===== src/rtl/seq_alu_if.sv =====
// Command/result bundle between the command sequencer and seq_alu.
// The sequencer is the master; the ALU is the slave.
interface seq_alu_if #(
    parameter int WIDTH = 16
);
    logic                 start;
    logic [3:0]           command;
    logic [WIDTH-1:0]     inputA;
    logic [WIDTH-1:0]     inputB;
    logic                 busy;
    logic                 done;
    logic [2*WIDTH-1:0]   result;
    logic                 error;

    modport master (
        output start, command, inputA, inputB,
        input  busy, done, result, error
    );

    modport slave (
        input  start, command, inputA, inputB,
        output busy, done, result, error
    );
endinterface


===== src/rtl/seq_alu.sv =====
// Multi-cycle ALU: add/sub, shift-add multiply, restoring divide/modulo.
// One operation in flight; start/busy/done handshake through seq_alu_if.
module seq_alu #(
    parameter int WIDTH = 16
) (
    input  logic     clk,
    input  logic     rst,
    seq_alu_if.slave bus
);
    localparam int CW = $clog2(WIDTH + 2);
    localparam logic [CW-1:0] LAST = CW'(WIDTH + 1);

    typedef enum logic [2:0] {
        IDLE, EXEC, MUL, DIV, DONE
    } state_t;

    state_t               state_q, state_d;
    logic [3:0]           cmd_q, cmd_d;
    logic [WIDTH-1:0]     a_q, a_d;
    logic [WIDTH-1:0]     b_q, b_d;
    logic [WIDTH-1:0]     wrk_q, wrk_d;
    logic [WIDTH-1:0]     rem_q, rem_d;
    logic [2*WIDTH-1:0]   prod_q, prod_d;
    logic [2*WIDTH-1:0]   mcand_q, mcand_d;
    logic [2*WIDTH-1:0]   res_q, res_d;
    logic [CW-1:0]        cnt_q, cnt_d;
    logic                 err_q, err_d;

    logic                 sub_mode;
    logic [WIDTH-1:0]     b_x;
    logic [WIDTH:0]       sum_full;
    logic [WIDTH-1:0]     sum;
    logic                 c_msb;
    logic                 ovf;
    logic [WIDTH:0]       rem_sh;
    logic [WIDTH:0]       trial;

    // Adder: B inverted with carry-in for subtract; overflow from MSB carries
    always_comb begin
        sub_mode = (cmd_q == 4'd2);
        b_x      = b_q ^ {WIDTH{sub_mode}};
        sum_full = {1'b0, a_q} + {1'b0, b_x}
                 + {{WIDTH{1'b0}}, sub_mode};
        sum      = sum_full[WIDTH-1:0];
        c_msb    = a_q[WIDTH-1] ^ b_x[WIDTH-1] ^ sum[WIDTH-1];
        ovf      = sum_full[WIDTH] ^ c_msb;
    end

    // Restoring divide step: shift next dividend bit in, trial-subtract B
    always_comb begin
        rem_sh = {rem_q, wrk_q[WIDTH-1]};
        trial  = rem_sh - {1'b0, b_q};
    end

    // Next-state, datapath update and handshake outputs
    always_comb begin
        state_d  = state_q;
        cmd_d    = cmd_q;
        a_d      = a_q;
        b_d      = b_q;
        wrk_d    = wrk_q;
        rem_d    = rem_q;
        prod_d   = prod_q;
        mcand_d  = mcand_q;
        res_d    = res_q;
        err_d    = err_q;
        cnt_d    = cnt_q;
        bus.busy = 1'b0;
        bus.done = 1'b0;
        unique case (state_q)
            IDLE: begin
                if (bus.start) begin
                    cmd_d = bus.command;
                    a_d   = bus.inputA;
                    b_d   = bus.inputB;
                    cnt_d = '0;
                    if (bus.command == 4'd3) begin
                        state_d = MUL;
                    end else if ((bus.command == 4'd4 ||
                                  bus.command == 4'd5) &&
                                 bus.inputB != '0) begin
                        state_d = DIV;
                    end else begin
                        state_d = EXEC;
                    end
                end
            end
            EXEC: begin
                bus.busy = 1'b1;
                if (cnt_q == CW'(1)) begin
                    state_d = DONE;
                    if (cmd_q == 4'd1 || cmd_q == 4'd2) begin
                        res_d = {{WIDTH{sum[WIDTH-1]}}, sum};
                        err_d = ovf;
                    end else if (cmd_q == 4'd0) begin
                        res_d = '0;
                        err_d = 1'b0;
                    end else begin
                        res_d = '0;
                        err_d = 1'b1;
                    end
                end else begin
                    cnt_d = cnt_q + CW'(1);
                end
            end
            MUL: begin
                bus.busy = 1'b1;
                if (cnt_q == '0) begin
                    prod_d  = '0;
                    mcand_d = {{WIDTH{1'b0}}, a_q};
                    wrk_d   = b_q;
                    cnt_d   = cnt_q + CW'(1);
                end else if (cnt_q == LAST) begin
                    state_d = DONE;
                    res_d   = prod_q;
                    err_d   = 1'b0;
                end else begin
                    if (wrk_q[0]) begin
                        prod_d = prod_q + mcand_q;
                    end
                    mcand_d = mcand_q << 1;
                    wrk_d   = wrk_q >> 1;
                    cnt_d   = cnt_q + CW'(1);
                end
            end
            DIV: begin
                bus.busy = 1'b1;
                if (cnt_q == '0) begin
                    rem_d = '0;
                    wrk_d = a_q;
                    cnt_d = cnt_q + CW'(1);
                end else if (cnt_q == LAST) begin
                    state_d = DONE;
                    err_d   = 1'b0;
                    if (cmd_q == 4'd4) begin
                        res_d = {{WIDTH{1'b0}}, wrk_q};
                    end else begin
                        res_d = {{WIDTH{1'b0}}, rem_q};
                    end
                end else begin
                    if (!trial[WIDTH]) begin
                        rem_d = trial[WIDTH-1:0];
                        wrk_d = {wrk_q[WIDTH-2:0], 1'b1};
                    end else begin
                        rem_d = rem_sh[WIDTH-1:0];
                        wrk_d = {wrk_q[WIDTH-2:0], 1'b0};
                    end
                    cnt_d = cnt_q + CW'(1);
                end
            end
            DONE: begin
                bus.done = 1'b1;
                state_d  = IDLE;
            end
            default: begin
                state_d = IDLE;
            end
        endcase
    end

    assign bus.result = res_q;
    assign bus.error  = err_q;

    // State and datapath registers; reset aborts any operation in flight
    always_ff @(posedge clk or posedge rst) begin
        if (rst) begin
            state_q <= IDLE;
            cmd_q   <= '0;
            a_q     <= '0;
            b_q     <= '0;
            wrk_q   <= '0;
            rem_q   <= '0;
            prod_q  <= '0;
            mcand_q <= '0;
            res_q   <= '0;
            err_q   <= 1'b0;
            cnt_q   <= '0;
        end else begin
            state_q <= state_d;
            cmd_q   <= cmd_d;
            a_q     <= a_d;
            b_q     <= b_d;
            wrk_q   <= wrk_d;
            rem_q   <= rem_d;
            prod_q  <= prod_d;
            mcand_q <= mcand_d;
            res_q   <= res_d;
            err_q   <= err_d;
            cnt_q   <= cnt_d;
        end
    end
endmodule


===== src/flat_wrapper.sv =====
// flat-port wrapper written by rule: the top's interface ports become plain ports
module seq_alu_flat 
#(
    parameter int WIDTH = 16
)
  (clk, rst, bus_start, bus_command, bus_inputA, bus_inputB, bus_busy, bus_done, bus_result, bus_error);
  seq_alu_if #(.WIDTH(WIDTH)) bus_i ();
  input  logic clk;
  input  logic rst;
  input wire logic [$bits(bus_i.start)-1:0] bus_start;
  input wire logic [$bits(bus_i.command)-1:0] bus_command;
  input wire logic [$bits(bus_i.inputA)-1:0] bus_inputA;
  input wire logic [$bits(bus_i.inputB)-1:0] bus_inputB;
  output wire logic [$bits(bus_i.busy)-1:0] bus_busy;
  output wire logic [$bits(bus_i.done)-1:0] bus_done;
  output wire logic [$bits(bus_i.result)-1:0] bus_result;
  output wire logic [$bits(bus_i.error)-1:0] bus_error;
  assign bus_i.start = bus_start;
  assign bus_i.command = bus_command;
  assign bus_i.inputA = bus_inputA;
  assign bus_i.inputB = bus_inputB;
  assign bus_busy = bus_i.busy;
  assign bus_done = bus_i.done;
  assign bus_result = bus_i.result;
  assign bus_error = bus_i.error;
  seq_alu #(.WIDTH(WIDTH)) u_core (.clk(clk), .rst(rst), .bus(bus_i));
endmodule

===== config.mk =====
export PLATFORM = sky130hd
export DESIGN_NAME = seq_alu_flat
export DESIGN_NICKNAME = d
export VERILOG_FILES = /design/src/rtl/seq_alu_if.sv /design/src/rtl/seq_alu.sv /design/src/flat_wrapper.sv
export SDC_FILE = /design/constraint.sdc
export NUM_CORES = 1
export LEC_CHECK = 0
export CORE_MARGIN = 2
export CORE_UTILIZATION = 30
export DETAILED_ROUTE_END_ITERATION = 6
export GPL_ROUTABILITY_DRIVEN = 0
export HOLD_SLACK_MARGIN = 0.05
export PLACE_DENSITY = 0.54
export SLEW_MARGIN = 20
export SYNTH_ARGS = -nofsm -noshare
export SYNTH_HDL_FRONTEND = slang
export SYNTH_SLANG_ARGS = --single-unit

===== constraint.sdc =====
create_clock -name clk -period 13.3 [get_ports clk]
set_input_delay 2.66 -clock clk [delete_from_list [all_inputs] [get_ports clk]]
set_output_delay 2.66 -clock clk [all_outputs]
set_load 0.01 [all_outputs]

== Word-level counts from Yosys, hierarchy flattened ==
Cells that the tools add are included.

* Register bits: 173
* Input port bits: 39
* Output and inout bits: 35
* Logic and storage cells: 110

* $add $sub $neg: 5
* Equal/unequal tests: 25
* Mux-type cells: 42
* Bitwise logic cells: 4
* Reductions and logical operators: 23

{| class="wikitable"
|+ Operators by type and width
! kind !! number
|-
| $mux W32 || 11
|-
| $mux W16 || 8
|-
| $pmux W32 S3 || 1
|-
| $add A32 B32 Y32 || 1
|-
| $pmux W16 S2 || 1
|-
| $mux W5 || 4
|-
| $add A16 B16 Y17 || 1
|-
| $add A17 B1 Y17 || 1
|-
| $sub A17 B16 Y17 || 1
|-
| $reduce_bool A16 Y1 || 1
|-
| $xor A16 B16 Y16 || 1
|-
| $mux W3 || 5
|-
| $pmux W5 S3 || 1
|-
| $eq A4 B3 Y1 const B || 3
|-
| $reduce_and A4 Y1 || 3
|-
| $ne A2 B1 Y1 const B || 5
|-
| $ne A2 B2 Y1 const B || 5
|-
| $ne A3 B2 Y1 const B || 3
|-
| $pmux W3 S3 || 1
|-
| $eq A4 B2 Y1 const B || 2
|-
| $mux W1 || 8
|-
| $eq A3 B2 Y1 const B || 2
|-
| $reduce_and A2 Y1 || 3
|-
| $reduce_and A3 Y1 || 2
|-
| 19 further kinds || 25
|}

== Longest topological paths before layout ==
Gate-level depths: netlist (run 1).

* Word-level depth: 9
* Gate-level depth with buffers: 16
* Mapped depth without buffers: 13

== Worst setup path before layout (run 1) ==
OpenSTA, ideal clock, no wires.

* Path type: input to register
* Start point: input bus_start
* End point: register u_core.a_q[0]
* Setup time: 0.125 ns
* Arrival: 4.015 ns
* Data required time: 13.175 ns
* Slack: 9.160 ns
* Cell stages on the path: 6
* Cells stage by stage: nor2_1 -> a21oi_1 -> o21ai_1 -> nor3_2 -> clkbuf_1 -> mux2_2

* Longest elaborated chain between the ends: 1

{| class="wikitable"
|+ RTL lines
! item !! line !! text
|-
| start, declared || flat_wrapper.sv:10 || <nowiki>input wire logic [$bits(bus_i.start)-1:0] bus_start;</nowiki>
|-
| $reduce_and A2 Y1 (no line) || n/a ||
|-
| end signal, assigned || seq_alu.sv:169 || <nowiki>a_q <= '0;</nowiki>
|-
| end signal, assigned || seq_alu.sv:181 || <nowiki>a_q <= a_d;</nowiki>
|-
| end, declared || seq_alu.sv:19 || <nowiki>logic [WIDTH-1:0] a_q, a_d;</nowiki>
|}

No other way between the ends.
A chain may end at the register's enable or synchronous reset.

== Final worst setup path (run 1) ==
* Start point: register u_core.state_q[0]
* End point: output bus_done

* Longest elaborated chain between the ends: 2

{| class="wikitable"
|+ RTL lines
! item !! line !! text
|-
| start, declared || seq_alu.sv:17 || <nowiki>state_t state_q, state_d;</nowiki>
|-
| start signal, assigned || seq_alu.sv:179 || <nowiki>state_q <= state_d;</nowiki>
|-
| $eq A3 B3 Y1 || seq_alu.sv:70 || <nowiki>unique case (state_q)</nowiki>
|-
| $mux W1 || seq_alu.sv:70 ||
|-
| end, declared || flat_wrapper.sv:15 || <nowiki>output wire logic [$bits(bus_i.done)-1:0] bus_done;</nowiki>
|}

No other way between the ends.

==> metrics.txt, run 1 <==
HPWL reported at the end of detailed placement 21660 um; Die Area 0.03796 mm^2; post-route setup TNS 0 ns; setup fix buffers added after clock tree synthesis 0; number of buffers inserted during clock tree synthesis 17; # rows 69; commonest non-fill, non-tap cells in the layout 173 x dfrtp_1, 170 x nand2_1, 122 x nor2_1, 82 x a21oi_1, 73 x clkdlybuf4s50_1; synth warn 0; Num Clock Sinks 173; FF/Latch Area 0.004329 mm^2; Detailed Routing Iterations Pass 1 7; layout overhead on the synthesized area 17.08%; Period minus WS final 4.794 ns; DR DRC count 0; cell-internal power 0.001876 W; detailed-route wire length per cell 17.46 um; post-synthesis instance area 0.01093 mm^2; Top Ports 74; vias post-DR 8898; cell-by-cell trace of the critical path buf_4 > nor2_1 > and2_1 > clkdlybuf4s50_1; kind of start point of the critical path register; final WL 29760 um; Via-to-Cell Ratio 5.222; beginning of the worst hold path u_core.mcand_q[31]; worst path required time 10.64 ns; switching pwr 0.001515 W; H-Tree Depth 4; endpoint of the worst hold-timing path u_core.mcand_q[31]; largest vdd supply drop 0.1155 mV; most common cell after layout, fill and taps aside dfrtp_1; reg-to-reg slack, setup 9.34 ns; Gate Count Post-Synth 1181; fraction of registers with async set or reset after synthesis 100.0%; number of global-route vias before repair 8642; number of hold buffers added after cts 0; buffer levels on the longest clock path 2; total count of hold-check failures in the final report 0; data arrival time of the critical path 2.13 ns; layout cell share with drive strength beyond 1 9.895%; global-route usage over all layers 16.23%; starting DRC count in detailed routing 638; remaining antenna violation count 0; Max Cap Violations 0; number of flip-flops and latches in the synthesized netlist 173; endpoints failing setup 0; maximum number of pins on one net before global-route repair 105; number of pins exceeding their max-slew limit in the final report 0; Switching Share 44.68%; slew at the pin closest to its max-slew limit 1.037 ns; maximum fanout count along the critical path 40; starting density of the core 30.57%; setup repair after global routing missed its margin false; sequential fraction of the synthesis area 39.62%; number of synthesized flops with an enable pin 0; placeable core area 0.03574 mm^2; horizontal extent of the die 194.8 um; first-pass GRT wire length 48750 um; Achievable Freq 208.6 MHz; combinational group share of total power 56.3%; part of the power in the clock network 16.4%; critical path start-end classification register to output pin; buffers added on ports 73; clock tree from TritonCTS yes; Synth cell types 70; post-route core utilization 35.79%; worst reg2reg startpoint u_core.cmd_q[0]; Worst Setup End Kind output pin; Primary FF master, synth dfrtp_1; depth of the worst register-to-register path 13; synthesized area divided by synthesized cell count 9.252 um^2; Critical Path Max Stage Delay 0.53 ns; LEAKAGE 5.455 nW; Filler Cell Count 3660; gr ovfl total 0; Die Span Y 194.8 um; largest clock skew in the final design 0.01188 ns; master of the slowest instance on the critical path clkdlybuf4s50_1; root cell of the clock tree clkbuf_16; net count after synthesis 1290; sequential cell fraction of total power 27.3%; hold path cells 2; Clk pin slew, worst setup/hold paths 0.07 ns; antenna violations before repair 1; Clk Latency, worst-skew pair 0.45 ns; power per standard cell area 265.0 mW/mm^2; multi-input logic area 0.006250 mm^2; number of instances resized during post-cts repair 0; Worst slew margin 30.81%; reg-to-reg endpoint u_core.bus.error; path type of the worst min-delay path register to register; period utilization 36.05%; diode count 0; outcome finished clean; fin nets 1339
## metrics by stage
step                      hold WS (ns)  setup WS, ns  cells  instance area, um^2  total power [W]
final                           0.5010         8.506   1704                12790         0.003391
after global routing            0.5382         8.374   1704                12790         0.003675
after CTS                       0.5042         8.468   1703                12780         0.003406
after detailed placement        0.4763         8.338   1671                12140         0.002833
after global placement          0.4670         8.358   1671                12140         0.002813
after floorplan                 0.4586         5.952   1181                10930         0.002285
## logic make-up (layout without fill, tap and decap cells)
logic type,count (synthesis),count (layout),synth area share [%]
flops,173,173,39.62
mux,77,77,8.943
buf+inv,96,158,3.687
xor+xnor,67,67,5.370
fa+ha+maj,70,70,8.222
simple gates,402,402,16.26
compound gates,296,296,17.90
## metal layers
layer | global-route usage (%) | share of wire [%] | vias to the layer above
li1 | - | - | 4322
met1 | 24.01 | 51 | 4336
met2 | 24.68 | 44 | 218
met3 | 2.863 | 4.5 | 22
met4 | 3.478 | 0.93 | 0
met5 | 0 | 0 | -
## power groups by stage
stage	combinational, W	clock, W	sequential [W]
2_1_floorplan	0.00142	0	0.000868
3_3_place_gp	0.00188	0	0.000937
3_5_place_dp	0.00190	0	0.000938
4_1_cts	0.00191	0.000570	0.000929
5_1_grt	0.00213	0.000590	0.000953
6_report	0.00191	0.000557	0.000925
## sequential cells by signal, summed over array words and instances, names as in the netlist, 3 cells and up
register and cells:
u_core.cnt_q 5, u_core.a_q 16, u_core.prod_q 32, u_core.rem_q 16, u_core.wrk_q 16, u_core.cmd_q 4
u_core.bus.result 32, u_core.state_q 3, u_core.mcand_q 32, u_core.b_q 16
## synthesized netlist by cell type, types with 6 or more instances
master    number  area (um^2)
dfrtp_1      173         4329
nand2_1      171        641.9
nor2_1       122        457.9
a21oi_1       82        410.4
ha_1          67        838.3
o21ai_0       56        280.3
xnor2_1       52        455.4
clkbuf_1      46        172.7
inv_1         38        142.6
mux2_2        35        394.1
nand3_1       34        170.2
mux2i_1       29        290.3
a22o_1        25        219.0
a31oi_1       23        143.9
nor3_1        20        100.1
a21o_1        17        127.6
xor2_1        15        131.4
o21a_1        14        105.1
mux4_2        13        292.8
a221oi_1      12        105.1
o21ai_1        9        45.04
o31ai_1        9        67.56
nor2b_1        8        50.05
nor4_1         8        50.05
a211oi_1       7        52.55
o211ai_1       6        45.04
o21bai_1       6        45.04
## worst max-delay path, delay by kind of cell (launching register included)
kind	cells	cell delay, ns
and+or+nand+nor	2	0.53
DFF	1	0.36
buffers and inverters	2	0.79
## layout make-up
type                            count  area share, %
Sequential cell                   173          33.84
Multi-Input combinational cell    912          48.85
Tap cell                          461          4.509
Inverter                           38          1.174
Clock inverter                     14          1.575
Timing Repair Buffer               88          6.621
Clock buffer                       18          3.433
## worst max-delay path by stage
| stage | startpoint | to | slack, ns | cells after the start |
|---|---|---|---|---|
| floorplan | rst | u_core.a_q[0] | 5.95 | 1 |
| global placement | rst | u_core.bus.result[0] | 8.36 | 3 |
| detailed placement | rst | u_core.state_q[2] | 8.34 | 3 |
| CTS | u_core.state_q[0] | bus_done | 8.47 | 4 |
| global route | u_core.state_q[0] | bus_busy | 8.37 | 4 |
| finish | u_core.state_q[0] | bus_done | 8.51 | 4 |
(Power assumes the default switching activity.)
==> run 2: changes to the inputs <==
PLACE_DENSITY = 0.56   (was 0.54)
clock period = 4.2 ns   (was 13.3 ns; I/O delays follow)
==> metrics.txt, run 2 (synthesis gave the netlist of run 1 again) <==
outcome finished, violations left; failing checks design-rule violations; Filler Cell Count 3687; root cell of the clock tree clkbuf_16; Detailed Routing Iterations Pass 1 7; Die Area 0.03796 mm^2; clock tree from TritonCTS yes; Max Cap Violations 0; first-pass GRT wire length 50030 um; slew at the pin closest to its max-slew limit 1.027 ns; endpoints failing setup 0; Worst Setup End Kind register; Critical Path Max Stage Delay 0.47 ns; cell-by-cell trace of the critical path nor4b_4 > buf_4 > xnor2_1 > ha_1 > a21o_1 > a21o_1 > a211oi_1 > o21ai_0 > nand3_1 > a31oi_1 > xnor2_1 > a2111oi_0 > o31ai_1; largest clock skew in the final design 0.01203 ns; Top Ports 74; critical path start-end classification register to register; CP Launch Point u_core.cmd_q[0]; Clk Latency, worst-skew pair 0.45 ns; Achievable Freq 261.9 MHz; post-route setup TNS 0 ns; Num Clock Sinks 173; H-Tree Depth 4; DR DRC count 1; number of instances resized during post-cts repair 0; setup fix buffers added after clock tree synthesis 0; number of hold buffers added after cts 0; hold slack final 0.4847 ns; commonest non-fill, non-tap cells in the layout 173 x dfrtp_1, 171 x nand2_1, 122 x nor2_1, 82 x a21oi_1, 73 x clkdlybuf4s50_1; detailed-route wire length per cell 17.89 um; vias post-DR 8953; routing layer with the top usage in global route met1; Die Span Y 194.8 um; starting DRC count in detailed routing 727; global routing met2 resource utilization 24.69%; HPWL reported at the end of detailed placement 22260 um; global routing usage on met1 24.74%; antenna violations before repair 0; final WL 30590 um; horizontal extent of the die 194.8 um; total count of hold-check failures in the final report 0; reg-to-reg slack, setup 0.38 ns; master of the slowest instance on the critical path dfrtp_1; buffer levels on the longest clock path 2; diode count 0; remaining antenna violation count 0; layout cell share with drive strength beyond 1 10.17%; most common cell after layout, fill and taps aside dfrtp_1; depth of the worst register-to-register path 13; global-route usage over all layers 16.62%; power per standard cell area 833.1 mW/mm^2; Clk pin slew, worst setup/hold paths 0.07 ns; Worst slew margin 31.30%; layout overhead on the synthesized area 17.14%; number of pins exceeding their max-slew limit in the final report 0; LEAKAGE 5.444 nW; maximum fanout count along the critical path 15; worst path required time 4.52 ns; maximum number of pins on one net before global-route repair 86; worst reg2reg startpoint u_core.cmd_q[0]; kind of start point of the critical path register; period utilization 90.91%; Period minus WS final 3.818 ns; global routing usage on met3 2.568%; destination of the critical timing path u_core.bus.error; largest vdd supply drop 0.3564 mV; placeable core area 0.03574 mm^2; fin nets 1345; reg-to-reg endpoint u_core.bus.error; Via-to-Cell Ratio 5.236; buffers added on ports 73; path type of the worst min-delay path register to register; # rows 69; setup repair after global routing missed its margin false; number of global-route vias before repair 8886; starting density of the core 30.57%; data arrival time of the critical path 4.13 ns; number of buffers inserted during clock tree synthesis 17; gr ovfl total 0
-- run 2: cell count changes in the layout (fill, tap and decap cells not counted) --
| cell | delta |
|---|---|
| nand2_1 | +1 |
| inv_1 | -1 |
| bufinv_16 | -3 |
| buf_12 | +3 |
| clkinv_4 | +1 |
| buf_4 | +4 |
| nand2_2 | -1 |
| buf_6 | -1 |
| clkinv_1 | +1 |
| clkinvlp_4 | +3 |
| clkbuf_1 | +1 |
| inv_8 | +1 |
| inv_6 | -3 |
-- run 2: worst min-delay path by stage --
stage / startpoint / endpoint / slack (ns) / cells past startpoint
2_1_floorplan: u_core.mcand_q[31] / u_core.mcand_q[31] / 0.46 / 2
3_3_place_gp: u_core.mcand_q[31] / u_core.mcand_q[31] / 0.47 / 2
3_5_place_dp: u_core.bus.result[0] / u_core.bus.result[0] / 0.47 / 2
4_1_cts: u_core.bus.result[0] / u_core.bus.result[0] / 0.49 / 2
5_1_grt: u_core.bus.result[0] / u_core.bus.result[0] / 0.50 / 2
6_report: u_core.bus.result[0] / u_core.bus.result[0] / 0.48 / 2
-- run 2: critical path: cells and delay by family, from the launching register on --
kind,cells,cell delay (ns)
adder cells (fa/ha/maj),1,0.34
XOR/XNOR,2,0.31
buffers and inverters,1,0.32
AND/OR/NAND/NOR,2,0.53
AO/OA/AOI/OAI,7,1.72
flip-flops,1,0.47
-- run 2: layer usage --
layer / up-vias / part of all wire (%)
met2: 230 / 43
li1: 4330 / -
met3: 40 / 4.8
met1: 4353 / 50
met5: - / 0
met4: 0 / 2.0
-- run 2: where the power goes --
part | leakage [nW] | switching, W | internal, W
sequential | 2.19 | 0.000662 | 0.00228
combinational | 2.99 | 0.00345 | 0.00267
clock | 0.270 | 0.000751 | 0.000846
-- run 2: final cells by class --
class                   count  area [um^2]  area share [%]
clock inverters            13        131.4           1.026
multi-input cells         912         6247           48.81
repair buffers             94        925.9           7.234
flip-flops and latches    173         4329           33.82
inverters                  38        146.4           1.144
clock buffers              19        442.9           3.460
well taps                 461        576.8           4.506
-- run 2: per-stage QoR --
stage | total power, W | utilization, % | cells | worst slack [ns] | cell area, um^2
finish | 0.01066 | 35.81 | 1710 | 0.3816 | 12800
global route | 0.01156 | 35.81 | 1710 | 0.2305 | 12800
CTS | 0.01068 | 35.81 | 1710 | 0.4419 | 12800
detailed placement | 0.009038 | 34.21 | 1678 | 0.4628 | 12230
global placement | 0.008953 | 34.21 | 1678 | 0.6498 | 12230
floorplan | 0.007238 | - | 1181 | 0.7586 | 10930
==> patch (flow settings as in run 2) <==
Encoding of `state_t`: now one-hot (5 bits for 5 states).
--- a/src/rtl/seq_alu.sv
+++ b/src/rtl/seq_alu.sv
@@ -11,6 +11,6 @@
     localparam logic [CW-1:0] LAST = CW'(WIDTH + 1);
 
-    typedef enum logic [2:0] {
-        IDLE, EXEC, MUL, DIV, DONE
+    typedef enum logic [4:0] {
+        IDLE = 5'b00001, EXEC = 5'b00010, MUL = 5'b00100, DIV = 5'b01000, DONE = 5'b10000
     } state_t;
 
Check against the original RTL: no difference found for any inputs over 4 cycles, from zero or initial values and one cycle with rst high; so few cycles prove little.
==> patch against run 2 <==
- sequential power decreased by 15%
- power is 27% lower
- fmax is 3.5% lower
- cell area decreased by 0.75%
- worst setup slack worse by 0.14 ns
- sequential cell count is 2 higher
- global-route usage fell by 0.43 points
- area after synthesis decreased by 1.3%
- routed wire length decreased by 2.5%
- utilization about the same
- synthesized cell count fell by 1.4%
- non-clock buffer count grew 1
==> patch: results (changes against run 2) <==
Status
  – Status: complete, no violations

Clock network
  – Max clock buf depth: 2 (unchanged)
  – Max H-tree Level: 4 (unchanged)

Layout
  – Share of cells above drive strength 1: 0.09555 (-0.006135)
  – Diodes inserted: 0 (unchanged)
  – Fillers: 3594 (-2.5%)

Logic synthesis
  – Post-synthesis mux area share: 0.04859 (-0.04084)
  – Synth Area in Compound Gates: 0.2072 (+0.02826)
  – Sequential area share after synthesis: 0.4060 (+0.009809)
  – Mapped Nets: 1273 (-1.3%)
  – Synth cell types: 74 (+5.7%)
  – Post-Synth Adder-Cell Area: 0.08327 (+0.001049)
  – XOR/XNOR Fraction of Synth Area: 0.06065 (+0.006947)
  – Post-synth top cells: dfrtp_1, nand2_1, o21ai_0
  – Synth area leaders: dfrtp_1, ha_1, nand2_1, o21ai_0, mux2_2

Drt
  – Met2 routed WL: 14.37 mm (+9.8%)
  – Post-Route M1 WL: 13.99 mm (-9.3%)
  – Vias/cell: 5.272 (+0.70%)
  – Met3 wire length: 962 um (-34%)
  – Drt pass-1 iters: 6 (-1)
  – Starting DRC count in detailed routing: 684 (-5.9%)
  – Mean routed wirelength per cell: 17.58 um (-1.7%)

Placement
  – Number of port buffers: 73 (unchanged)
  – DP HPWL: 21.65 mm (-2.7%)

STA
  – Worst Tran Pin Value: 0.9753 ns (-0.05210 ns)
  – Final min period: 3.956 ns (+0.1375 ns)
  – Clk_skew: 0.009526 ns (-0.002502 ns)

Critical path
  – Data arrival, critical path: 4.26 ns (+0.13 ns)
  – Slowest stage delay, CP: 0.60 ns (+0.13 ns)
  – Worst-path maximum fanout: 6 (-9)
  – CP max-delay cell: nor4b_4
  – R2r setup slk: 0.24 ns (-0.14 ns)

Global routing
  – First-pass GRT wire length: 48.44 mm (-3.2%)
  – Largest net degree at the start of global routing: 66 (-23%)
  – Gr usage total: 0.1619 (-0.004300)
  – Vias in the first global route: 8740 (-1.6%)

Pwr
  – Lkg Pwr: 5.762 nW (+5.8%)
  – Max IR drop VDD: 403.1 uV (+13%)
==> patch: cell types whose count changed in the layout (fill, tap and decap cells not counted), moves of 7 or more <==
cell             run 2  this run
xnor2_1             52        45
mux2i_1             29        13
a21o_1              17        28
a31oi_1             23         8
nand3_1             34        59
a221o_1              1        17
a222oi_1             0        13
o21ai_0             56        83
a21oi_1             82        62
nor2_1             122        64
xor2_1              15        26
mux4_2              13         0
a221oi_1            12         2
==> patch: final cells by class <==
type,instances,share of cell area
inverter,40,0.01211
clock buffer,18,0.03378
timing repair buffer,95,0.07249
sequential,175,0.3448
clock inverter,14,0.01300
tap,461,0.04541
multi-input combinational,893,0.4784
==> patch: worst register-to-register path: stages (launching register included) <==
cell and delay, ns:
dfrtp_1 0.47, nor4b_4 0.60, xnor2_1 0.23, fa_1 0.50
a21o_1 0.18, a21oi_1 0.29, o21ai_0 0.12, o211a_1 0.18
a21o_1 0.23, o41a_1 0.38, a2111oi_0 0.50, o41ai_1 0.15
==> patch: power by group <==
group          internal (mW)  switching [mW]  leakage [nW]  total, mW
Clock                  0.936           0.715         0.290       1.65
Combinational           1.59            2.06          3.13       3.66
Sequential              2.11           0.418          2.34       2.52
==> patch: cells by family (layout without fill, tap and decap cells) <==
group,Yosys count,after routing
buf+inv,96,167
compound gates,324,324
flops,175,175
mux,48,48
fa+ha+maj,70,70
simple gates,378,378
xor+xnor,73,73
==> patch: final timing paths <==
check / from / endpoint / cells past startpoint
worst max-delay path: u_core.cmd_q[0] / u_core.bus.error / 11
worst min-delay path: u_core.bus.result[9] / u_core.bus.result[9] / 2
worst max register to register: u_core.cmd_q[0] / u_core.bus.error / 11
worst min register to register: u_core.bus.result[9] / u_core.bus.result[9] / 2
max in group asynchronous: rst / u_core.prod_q[26] / 3
min in group asynchronous: rst / u_core.cnt_q[4] / 2
==> patch: per-layer routing <==
layer  global-route usage  up-vias
met5                    0        -
met4              0.04495        0
met3              0.02783       32
met2               0.2720      168
met1               0.2147     4394
li1                     -     4348
==> patch: per-stage QoR <==
stage,hold WS [ns],cell area [um2],instances
2_1_floorplan,0.4683,10790,1164
3_3_place_gp,0.4704,12100,1663
3_5_place_dp,0.4788,12100,1663
4_1_cts,0.4985,12690,1695
5_1_grt,0.5138,12700,1696
6_report,0.4878,12700,1696
